===== config.mk =====
export PLATFORM = sky130hd
export DESIGN_NAME = extend_unit_21to32
export DESIGN_NICKNAME = d
export VERILOG_FILES = /design/src/rtl/extend_pkg.sv /design/src/rtl/extend_core.sv /design/src/rtl/extend_unit_21to32.sv
export SDC_FILE = /design/constraint.sdc
export NUM_CORES = 1
export LEC_CHECK = 0
export BUFFER_PORTS_ARGS = -buffer_cell sky130_fd_sc_hd__buf_4
export CORE_ASPECT_RATIO = 1.75
export CORE_MARGIN = 10
export CORE_UTILIZATION = 40
export DETAILED_ROUTE_END_ITERATION = 8
export PLACE_DENSITY = 0.85
export SETUP_SLACK_MARGIN = 0.02
export SLEW_MARGIN = 20
export SYNTH_ARGS = -nofsm -noshare
export SYNTH_HDL_FRONTEND = slang
export SYNTH_SLANG_ARGS = --single-unit

===== constraint.sdc =====
create_clock -name clk -period 1.1 [get_ports clk]
set_input_delay 0.11 -clock clk [delete_from_list [all_inputs] [get_ports clk]]
set_output_delay 0.11 -clock clk [all_outputs]
set_load 0.01 [all_outputs]

===== src/rtl/extend_pkg.sv =====
// extend_pkg: extension mode encoding and default widths shared by the extension unit.
package extend_pkg;

    typedef enum logic [1:0] {
        EXT_SEXT  = 2'b00,
        EXT_ZEXT  = 2'b01,
        EXT_OEXT  = 2'b10,
        EXT_SHEXT = 2'b11
    } ext_mode_t;

    localparam int EXT_IN_W_DEF  = 21;
    localparam int EXT_OUT_W_DEF = 32;

endpackage


===== src/rtl/extend_core.sv =====
// extend_core: combinational sign/zero/ones extension of an IN_W immediate to OUT_W bits.
// Mode 11 shifts the sign-extended value left by one when EXTEND_SHIFT_EN is defined.
module extend_core
    import extend_pkg::*;
#(
    parameter int IN_W  = EXT_IN_W_DEF,
    parameter int OUT_W = EXT_OUT_W_DEF
) (
    input  logic [IN_W-1:0]  extender,
    input  logic [1:0]       mode,
    output logic [OUT_W-1:0] result
);

    localparam int FILL_W = OUT_W - IN_W;

    generate
        if (IN_W < 2 || OUT_W <= IN_W) begin : g_bad_widths
            $error("extend_core: need IN_W >= 2 and OUT_W > IN_W");
        end
    endgenerate

    ext_mode_t          mode_e;
    logic [FILL_W-1:0]  fill;
    logic [OUT_W-1:0]   sext;

    always_comb begin
        mode_e = ext_mode_t'(mode);
        fill   = (mode_e == EXT_ZEXT) ? '0 :
                 (mode_e == EXT_OEXT) ? '1 : {FILL_W{extender[IN_W-1]}};
        sext   = {fill, extender};
`ifdef EXTEND_SHIFT_EN
        result = (mode_e == EXT_SHEXT) ? {sext[OUT_W-2:0], 1'b0} : sext;
`else
        result = sext;
`endif
    end

endmodule


===== src/rtl/extend_unit_21to32.sv =====
// extend_unit_21to32: registered immediate extension stage (1-cycle latency, 1/clk throughput).
// Mode 11 behaviour depends on EXTEND_SHIFT_EN (see extend_core).
module extend_unit_21to32
    import extend_pkg::*;
#(
    parameter int IN_W  = EXT_IN_W_DEF,
    parameter int OUT_W = EXT_OUT_W_DEF
) (
    input  logic             clk,
    input  logic             rst,
    input  logic [IN_W-1:0]  extender,
    input  logic [1:0]       mode,
    input  logic             in_valid,
    output logic [OUT_W-1:0] extendido,
    output logic             out_valid
);

    logic [OUT_W-1:0] core_result;
    logic [OUT_W-1:0] extendido_d, extendido_q;
    logic             out_valid_d, out_valid_q;

    extend_core #(.IN_W(IN_W), .OUT_W(OUT_W)) u_core (
        .extender (extender),
        .mode     (mode),
        .result   (core_result)
    );

    // in_valid gates the mux so garbage on idle cycles never reaches the register
    always_comb begin
        extendido_d = in_valid ? core_result : extendido_q;
        out_valid_d = in_valid;
    end

    always_ff @(posedge clk) begin
        if (rst) begin
            extendido_q <= '0;
            out_valid_q <= 1'b0;
        end else begin
            extendido_q <= extendido_d;
            out_valid_q <= out_valid_d;
        end
    end

    assign extendido = extendido_q;
    assign out_valid = out_valid_q;

endmodule


# Word level (Yosys, flattened, before mapping)

Index checks and enable logic that the tools add are counted.

Memories kept: 0
Latch bits: 0
Input bits: 26
RAM bits: 0
Register bits after elaboration: 33
Memory bits (read-only): 0

Equality and inequality tests: 2
$mul: 0
Shift-type cells: 0
Muxes and demuxes: 2
Magnitude comparators: 0
Div/mod/pow operators: 0
Bitwise operators: 0
Reduce and logical (&&, ||, !) cells: 0
Add/sub/neg operators: 0

Operators with widths:

| kind                                           | number |
|---|---|
| 2-to-1 mux 11 bit                              | 2 |
| == test 2 x 1 -> 1 bit (second input constant) | 1 |
| == test 2 bit (second input constant)          | 1 |

# Depth between registers and ports, before layout

Depth in word-level cells: 3
Depth in mapped cells: 4
Mapped depth without buffers: 3

# Modules after synthesis

From an unflattened synthesis, not the netlist that was laid out.

Cells, all modules: 139
Area total of the unflattened synthesis: 1,450.1 um2

Modules (own cells, without submodules):

| module             | sequential area each (um2) | area each (um2) | times used | cells each |
|---|---|---|---|---|
| extend_unit_21to32 | 660.6                      | 1,202.4         | 1          | 106 |
| extend_core        | 0.0                        | 247.7           | 1          | 33 |

# Least setup slack after synthesis

OpenSTA, ideal clock, no wires.

Kind: register to register
From: register, netlist name extendido[30]
To: register extendido_q[30], in the netlist extendido[30]
Data arrival time: 815 ps
Cell stages (with the launch flop): 3
Required time: 1,012 ps
Slack: 197 ps
Buffers on the path: 0
Setup time: 88 ps
Cells stage by stage: dfxtp_1 -> nor2_1 -> a311oi_2

RTL lines:

| what                 | RTL line                 | text |
|---|---|---|
| to (signal assigned) | extend_unit_21to32.sv:39 | `extendido_q <= extendido_d;` |
| to (decl)            | extend_unit_21to32.sv:19 | `logic [OUT_W-1:0] extendido_d, extendido_q;` |

==> flow_summary.toml <==
[synth]
synth_cell_types = 13
ys_ff_latch = 23
syn_area_um2 = 922
netlist.top_cell.by_area = "dfxtp_1"
synth_area_leaders = "dfxtp_1 50%, mux2i_1 23%, nor2_1 9.0%, buf_4 8.1%, buf_12 4.3%"
ys.warnings.count = 0
postSynthAreaPerCell_um2 = 10.7
netlist_instances = 86
ys_seq_area_share_pct = 49.9
synth_fp_nets = 112
synth_top_area_share_pct = 49.9

[sta]
finalCritPeriodShare_pct = 90.4
max_freq_mhz = 1010
tightest_slew_ps = 377
final-setup-viol-count = 0
fin_crit_ps = 994
finalHoldViolCount = 0
final_max_slew_viol_count = 0
rsz0062_at_grt = "false"
setup_tns_ps = 0
skew_ps = 0
max_slew_margin_pct = 74.9

[clocking]
clock-sinks = 23
post-cts-setup-buffer-count = 0
htreeDepth = 1
cts-root-buf = "clkbuf_8"
cts_tree = "yes"
holdBufCountCts = 0
cts_resized = 0
worstSkewPairLatency_ps = 250
cts_made_buffers = 3
clockBufferDepth = 2
path_clk_slew_ps = 80

[placed_design]
place_inst = 155
io_buffers = 58
dp_hpwl_um = 1990
gp_congestion = 0.691
placed_area_um2 = 1260

[hold_path]
min_from = "extender[17]"
whs_path_depth = 3
hold_path.class = "input port to flop"
min_to = "extendido[17]"

[grt]
grt_pass1_vias = 787
grt_max_degree = 25
grt-ovfl-total = 0
grt_pass1_wl_um = 3880
grt_util_all_layers_pct = 10.1
antenna_found_initial = 0

[cells_and_area]
layout_commonest_cell = "buf_4"
drive_above_1_share_pct = 47.0
antenna_cells = 0
syn_to_final_growth_pct = 41.7
fin_area_um2 = 1310
fin_cells = 159
fin_nets = 161
layout_common_cells = "59 x buf_4, 23 x dfxtp_1, 22 x nor2_1"

[critical_path]
required_ps = 990
startpoint_type = "flop"
cp-startpoint = "extendido[30]"
crit_type = "flop to primary output"
crit_chain = "buf_4 > buf_4"
crit_fanout = 11
r2r-start = "extendido[30]"
arrival_ps = 880
rr_worst_depth = 2
cp_slowest_stage_delay_ps = 330
cp_common_cell = "buf_4"
regToRegSetupSlack_ps = 410
crit_slowest_cell = "dfxtp_1"
critPathTopFamily = "flip-flops"
endpoint_kind = "primary output"
reg2reg_to = "extendido[30]"
path_buf_inv = 2

[route]
avgRoutedWirePerCell_um = 15.3
drc_errors = 0
drt-total-wl_um = 2430
viasPerCell = 4.67
via_count = 742
wl_met1_um = 939
route.top_layer_used = "met4"
wl_met3_um = 166
met2WireLength_um = 1250
drt_iter0_drc = 12
ant_nets = 0
detail_route.first_pass.iterations = 4

[floorplanning]
die_h_um = 83.5
core_area_um2 = 2240
start_util_pct = 41.1
fp.dieW_um = 56.3
ios = 59
die_area_um2 = 4700
rows = 23

[power_and_ir_drop]
peakVddDrop_mv = 0.947
power_density_nw_per_um2 = 1350
p_leak_nw = 0.687

[status]
outcome = "finished, final reports clean"

[job]
maxCapViolations = 0
state kept, by name, indices dropped and copies added, names as in the netlist:
signal,cells
extendido,22
out_valid,1
worst max path at each step:
stage                          endpoint  slack (ps)  cells after the start
after CTS                 extendido[22]          90                      2
final                     extendido[26]         110                      2
after global routing      extendido[26]          50                      2
after detailed placement  extendido[30]         230                      3
after floorplan           extendido[30]         200                      2
after global placement    extendido[30]         240                      3
metrics by stage:
| stage | hold slack, ps | setup slack, ps | utilization [%] | total power [W] |
|---|---|---|---|---|
| 2_1_floorplan | 178 | 197 | - | 0.00112 |
| 3_3_place_gp | 348 | 241 | 56.2 | 0.00127 |
| 3_5_place_dp | 354 | 225 | 56.2 | 0.00128 |
| 4_1_cts | 81.6 | 90.0 | 58.2 | 0.00179 |
| 5_1_grt | 79.6 | 49.5 | 58.2 | 0.00186 |
| 6_report | 83.2 | 106 | 58.2 | 0.00177 |
where the power goes:
group | total [W] | switching [W] | internal (W)
clock network | 0.000510 | 0.000252 | 0.000258
logic | 0.000349 | 0.000151 | 0.000198
registers | 0.000908 | 0.0000258 | 0.000883
worst min-delay path: stages:
cell and delay, ps:
buf_4 70, mux2i_1 50, nor2_1 70
cell usage after synthesis:
cell type	number
nand2_1	1
dfxtp_1	23
buf_2	1
o21ai_0	1
buf_12	2
nor2b_1	1
clkbuf_1	1
buf_4	10
nor2_1	22
mux2i_1	21
buf_6	1
a311oi_2	1
inv_1	1
metal layers:
metal  track usage (%)  vias up
li1                  -      364
met3              3.51        8
met5                 0        -
met4              5.05        0
met1              10.6      332
met2              17.0       38
cell type report:
| class | count | area, um2 |
|---|---|---|
| flip-flops and latches | 23 | 460 |
| multi-input cells | 47 | 323 |
| inverters | 1 | 3.75 |
| clock buffers | 4 | 45.0 |
| well taps | 25 | 31.3 |
| repair buffers | 59 | 443 |
| fillers | 218 | 938 |
kinds of logic after synthesis:
group	share of synthesized area [%]
AND/OR/NAND/NOR	10.0
flip-flops	49.9
multiplexers	22.8
buffers and inverters	15.1
AO/OA/AOI/OAI	2.17
(Power assumes the default switching activity.)
